--- src/rtl/bp_fe_npc_gen.sv ---
// Next-PC generator: one-outstanding fetch sequencer with redirect, RAS and PC+4 selection.
// Optional RAS steering is enabled by defining BP_FE_NPC_GEN_RAS_EN.
module bp_fe_npc_gen #(
  parameter int unsigned                eaddr_width_p = 32,
  parameter int unsigned                instr_width_p = 32,
  parameter logic [eaddr_width_p-1:0]   reset_pc_p    = '0
) (
  input  logic                      clk_i,
  input  logic                      reset_i,
  input  logic                      redirect_v_i,
  input  logic [eaddr_width_p-1:0]  redirect_pc_i,
  output logic [eaddr_width_p-1:0]  fetch_pc_o,
  output logic                      fetch_pc_v_o,
  input  logic                      fetch_ready_i,
  input  logic                      fetch_v_i,
  input  logic [instr_width_p-1:0]  fetch_instr_i,
  output logic                      instr_v_o,
  output logic [instr_width_p-1:0]  instr_o,
  output logic [eaddr_width_p-1:0]  instr_pc_o,
  input  logic [eaddr_width_p-1:0]  ras_pc_i,
  input  logic                      ras_v_i
);

  typedef enum logic [1:0] {IDLE, REQ, WAIT, DROP} state_e;

  state_e                    state_q, state_n;
  logic [eaddr_width_p-1:0]  pc_q, pc_n;
  logic [eaddr_width_p-1:0]  inflight_pc_q, inflight_pc_n;
  logic [eaddr_width_p-1:0]  resp_next_pc;

  // PC to fetch after a delivered instruction; redirects are handled in the FSM
`ifdef BP_FE_NPC_GEN_RAS_EN
  assign resp_next_pc = ras_v_i ? ras_pc_i : inflight_pc_q + eaddr_width_p'(4);
`else
  logic unused_ras;
  assign unused_ras   = ^{ras_v_i, ras_pc_i};
  assign resp_next_pc = inflight_pc_q + eaddr_width_p'(4);
`endif

  assign fetch_pc_o = pc_q;
  assign instr_o    = fetch_instr_i;
  assign instr_pc_o = inflight_pc_q;

  always_ff @(posedge clk_i) begin
    if (reset_i) begin
      state_q       <= IDLE;
      pc_q          <= reset_pc_p;
      inflight_pc_q <= '0;
    end else begin
      state_q       <= state_n;
      pc_q          <= pc_n;
      inflight_pc_q <= inflight_pc_n;
    end
  end

  always_comb begin
    state_n       = state_q;
    pc_n          = pc_q;
    inflight_pc_n = inflight_pc_q;
    fetch_pc_v_o  = 1'b0;
    instr_v_o     = 1'b0;

    case (state_q)
      IDLE: begin
        state_n = REQ;
        if (redirect_v_i) pc_n = redirect_pc_i;
      end
      REQ: begin
        fetch_pc_v_o = ~redirect_v_i;
        if (redirect_v_i) begin
          pc_n = redirect_pc_i;
        end else if (fetch_ready_i) begin
          inflight_pc_n = pc_q;
          state_n       = WAIT;
        end
      end
      WAIT: begin
        instr_v_o = fetch_v_i & ~redirect_v_i;
        if (redirect_v_i) begin
          pc_n    = redirect_pc_i;
          state_n = fetch_v_i ? REQ : DROP;
        end else if (fetch_v_i) begin
          pc_n    = resp_next_pc;
          state_n = REQ;
        end
      end
      DROP: begin
        // Outstanding response is discarded on arrival; latest redirect wins
        if (redirect_v_i) pc_n = redirect_pc_i;
        if (fetch_v_i)    state_n = REQ;
      end
      default: state_n = IDLE;
    endcase

    if (reset_i) begin
      fetch_pc_v_o = 1'b0;
      instr_v_o    = 1'b0;
    end
  end

endmodule

--- config.mk ---
export PLATFORM = sky130hd
export DESIGN_NAME = bp_fe_npc_gen
export DESIGN_NICKNAME = d
export VERILOG_FILES = /design/src/rtl/bp_fe_npc_gen.sv
export SDC_FILE = /design/constraint.sdc
export NUM_CORES = 1
export LEC_CHECK = 0
export ABC_AREA = 1
export CORE_ASPECT_RATIO = 0.8
export CORE_MARGIN = 2
export CORE_UTILIZATION = 30
export CTS_BUF_LIST = sky130_fd_sc_hd__clkbuf_8
export DETAILED_ROUTE_END_ITERATION = 7
export PLACE_DENSITY = 0.73
export SETUP_SLACK_MARGIN = 0.05
export SLEW_MARGIN = 5
export SYNTH_ARGS = -nofsm -noshare
export SYNTH_HDL_FRONTEND = slang
export SYNTH_SLANG_ARGS = --single-unit
export TNS_END_PERCENT = 30
--- constraint.sdc ---
create_clock -name clk_i -period 1.75 [get_ports clk_i]
set_input_delay 0.35 -clock clk_i [delete_from_list [all_inputs] [get_ports clk_i]]
set_output_delay 0.35 -clock clk_i [all_outputs]
set_load 0.02 [all_outputs]
# --- Word level (Yosys, flattened, before mapping) ---
# Cells that the tools add are included.
totals:
  register_bits: 66
  input_bits: 102
  out_inout_bits: 98
  wordCells: 32
op_classes:
  n_eq_ne: 7
  addsub: 1
  n_bitwise: 2
  n_reduce_logical: 5
  n_mux: 14
op_table:
  columns: ["op", "n"]
  rows:
  - ["$mux W32", 3]
  - ["$pmux W32 S2", 1]
  - ["$add A32 B3 Y32 const B", 1]
  - ["$mux W2", 5]
  - ["$pmux W2 S4", 1]
  - ["$eq A2 B2 Y1 const B", 2]
  - ["$mux W1", 4]
  - ["$ne A2 B2 Y1 const B", 2]
  - ["$reduce_and A2 Y1", 2]
  - ["$ne A3 B3 Y1 const B", 1]
  - ["$reduce_and A3 Y1", 1]
  - ["$reduce_or A3 Y1", 1]
  - ["$eq A2 B1 Y1 const B", 1]
  - ["$logic_not A2 Y1", 1]
  - ["$ne A2 B1 Y1 const B", 1]
  - ["$and A1 B1 Y1", 1]
  - ["$not A1 Y1", 1]

# --- Longest topological paths before layout ---
depth:
  word_depth: 4
  ltp_mapped: 10
  ltp_nobuf: 10

# --- Worst setup path after synthesis ---
# No wires, ideal clock.
synth_path:
  path_type: "register to register"
  start: "reg inflight_pc_q[3] (netlist: instr_pc_o[3])"
  end: "reg pc_q[26] (netlist: fetch_pc_o[26])"
  arrival_time_ps: 1446
  stages_incl_launch_ff: 11
  t_required_ps: 1621
  n_path_buf: 0
  setup_time_ps: 129
  path_slack_ps: 176
  cell_sequence: "dfxtp_1 > ha_1 > nand2_2 > nor2_4 > nand2_4 > nor2_4 > nand2_1 > nand2_1 > nand3_1 > nand2_1 > a21oi_2"
synth_via:
  elab_chain_len: 4
synth_rtl:
  columns: ["item", "line", "rtl"]
  rows:
  - ["start: declaration", "28", "logic [eaddr_width_p-1:0] inflight_pc_q, inflight_pc_n;"]
  - ["start signal: assignment", "52", "inflight_pc_q <= inflight_pc_n;"]
  - ["$add A32 B3 Y32", "37", "assign resp_next_pc = inflight_pc_q + eaddr_width_p'(4);"]
  - ["$mux W32", "82", "end else if (fetch_v_i) begin"]
  - ["$mux W32", "79", "if (redirect_v_i) begin"]
  - ["$pmux W32 S2", "63", "case (state_q)"]
  - ["end signal: assignment", "47", "pc_q <= reset_pc_p;"]
  - ["end signal: assignment", "51", "pc_q <= pc_n;"]
  - ["end: declaration", "27", "logic [eaddr_width_p-1:0] pc_q, pc_n;"]
# Every way passes these cells. The select of a mux whose other input is x is not followed.
# A chain may end at the register's enable or synchronous reset.

# --- Final worst setup path ---
layout_path:
  start: "reg inflight_pc_q[1] (netlist: instr_pc_o[1])"
  end: "out instr_pc_o[1]"
layout_lines:
  columns: ["item", "line", "rtl"]
  rows:
  - ["end: declaration", "19", "output logic [eaddr_width_p-1:0] instr_pc_o,"]
# No word-level cell between the ends.

==> summary.md <==
| Metric | Value |
|---|---|
| Wire length of the first global-routing pass | 18,700 um |
| Fmax achieved | between 600 and 700 MHz |
| Largest net degree at the start of global routing | 31 |
| Skew-Pair Late Insertion Delay | about 370 ps |
| DR vias | 3,839 |
| MaxCap Viol Count | 0 |
| Worst Path Buf+Inv | 1 |
| Crit path DAT | between 1000 and 1500 ps |
| Pre-CTS WS | -344 ps |
| Sink Count | between 60 and 70 |
| Row count | 36 |
| YS warnings | 0 |
| Die footprint | ~13,000 um2 |
| CP max FO | 2 |
| Detailed Place HPWL | ~8600 um |
| Power Total | about 0.0037 W |
| Fin nets | roughly 750 |
| Distinct cells, synth | 31 |
| Layout cell share with drive strength beyond 1 | 14.6% |
| Most common cell after layout, fill and taps aside | nand2_1 |
| Via-per-instance ratio | approximately 4.8 |
| RSZ-0062 raised after global routing | yes |
| Rel. slew slack | around four fifths |
| Fin crit period | 1660 ps |
| TNS Setup | 0 ps |
| IO buf count | about 100 |
| VDD IR max | between 0.0003 and 0.0004 V |
| Measured slew at the worst slew-check pin | around 280 ps |
| Final non-filler cell area | roughly 5100 um2 |
| Die Span Y | 104 um |
| ANT cells | 0 |
| Post-Route WL | ~11,000 um |
| Synthesized area per cell | between 6 and 7 um2 |
| Setup CP Type | register to primary output |
| Initial DRC Count | ~210 |
| Critical path's top delay family | buffers and inverters |
| Cell area after synthesis | about 3700 um2 |
| R2r setup slk | 220 ps |
| Final global-route overflow total | 0 |
| Core area | between 10,000 and 15,000 um2 |
| Register bit total from synthesis | 66 |
| CTS buffer count | 9 |
| IO Pins | 200 |
| WP data required | around 1400 ps |
| TritonCTS clock tree | done |
| Initial core utilization | a little under a third |
| Hold Violations, Final | 0 |
| Leakage Power | 2.10 nW |
| Worst path slowest cell | clkdlybuf4s50_1 |
| Max Buffers Root-to-Sink | 2 |
| Placed instance area | approximately 4900 um2 |
| Final setup fails | 0 |
| Minimum setup slack in the final design | 85.4 ps |
| Critical path startpoint category | register |
| 1st-pass router iterations | 5 |
| Antenna viol nets, final | 0 |
| Sequential share of the synthesized area | about a third |
| Critical-path cell list | clkdlybuf4s50_1 |
| H-Tree Depth | 3 |
| GPL Wtd Cong | 0.954 |
| Number of remaining DRC errors | 0 |
| DR WL/cell | ~14 um |
| PwrDens | between 700 and 800 nW/um2 |
| Final Max Slew Viols | 0 |
| Post-Synthesis Cells | 559 |
| Clock-pin slew on the worst setup and hold paths | ~80 ps |
| Synth-to-Final Area Change | 35.1% |
| Root Buffer Master | clkbuf_8 |
| Status | completed |
| CP max stage delay | approximately 600 ps |
| Hold Path Class | register to register |
| CP Capture Type | primary output |
| Syn_nets | 662 |
| Clock Skews | around 6.8 ps |
| Final Cycle Share | approximately 95% |
| GR Util All Layers | between 10% and 20% |
| DIE WIDTH | approximately 130 um |
| Vias in the first global route | between 3,000 and 4,000 |
| Antenna violations before repair | 0 |
| Commonest cells after routing, fill and taps aside | nand2_1, o21ai_0, nor2_1 |
-- final timing paths --
path,cells past startpoint,start,endpoint
max reg2reg,9,instr_pc_o[12],fetch_pc_o[28]
min,2,fetch_pc_o[29],fetch_pc_o[29]
min reg2reg,2,fetch_pc_o[29],fetch_pc_o[29]
max,1,instr_pc_o[1],instr_pc_o[1]
-- cells in the mapped netlist (all sizes together) --
library cell / count / share of area (%)
nand2: 122 / 13
nor2: 86 / 11
o21ai: 74 / 9.9
dfxtp: 66 / 35
a21oi: 61 / 8.9
buf: 43 / 8.0
inv: 40 / 4.0
nand3: 34 / 4.5
clkbuf: 14 / 1.4
nand4: 3 / 0.50
or2: 3 / 0.50
o221ai: 2 / 0.47
o22ai: 2 / 0.33
a211oi: 1 / 0.20
a31oi: 1 / 0.17
and2: 1 / 0.17
clkinv: 1 / 0.10
ha: 1 / 0.33
mux2i: 1 / 0.27
nand3b: 1 / 0.20
nor3: 1 / 0.13
xnor2: 1 / 0.23
-- logic make-up (layout without fill, tap and decap cells) --
| kind of cell | after synthesis | after routing | synth area share [%] |
|---|---|---|---|
| AND/OR/NAND/NOR | 251 | 251 | 30.4 |
| AO/OA/AOI/OAI | 141 | 141 | 19.9 |
| buffers and inverters | 98 | 189 | 13.6 |
| flip-flops | 66 | 66 | 35.3 |
| adder cells (fa/ha/maj) | 1 | 1 | 0.334 |
| XOR/XNOR | 1 | 1 | 0.234 |
| multiplexers | 1 | 1 | 0.267 |
-- registers in the layout (all words and copies together) (netlist names) --
register / flops
state_q: 2
instr_pc_o: 32
fetch_pc_o: 32
-- final cells by class --
type	instances	area (um2)
fillers	1284	7100
multi-input cells	395	1930
flip-flops and latches	66	1320
repair buffers	132	1260
well taps	152	190
inverters	41	154
clock buffers	11	151
clock inverters	5	52.6
-- metal layers --
metal	part of all wire [%]	track usage (%)
met1	47	23.6
met2	43	26.6
met3	8.4	6.28
met4	1.2	4.81
met5	0	0
-- what timing repair did --
item / 4_1_cts / 5_1_grt
pin swaps: 0 / 1
gates resized for setup: 66 / 15
setup endpoints to repair: 60 / 34
gates cloned: 0 / 0
hold buffers: 0 / 0
buffers inserted: 0 / 2
-- power breakdown --
| group | internal (W) | switching, W | total, W |
|---|---|---|---|
| sequential | 0.00160 | 0.0000929 | 0.00169 |
| combinational | 0.000304 | 0.000373 | 0.000676 |
| clock | 0.000727 | 0.000633 | 0.00136 |
-- per-stage QoR --
stage | cells | hold slack, ps | utilization (%)
2_1_floorplan | 559 | 443 | -
3_3_place_gp | 784 | 454 | 40.1
3_5_place_dp | 784 | 470 | 40.1
4_1_cts | 800 | 484 | 41.1
5_1_grt | 802 | 507 | 41.6
6_report | 802 | 477 | 41.6
Power figures use the tool's default switching activity.
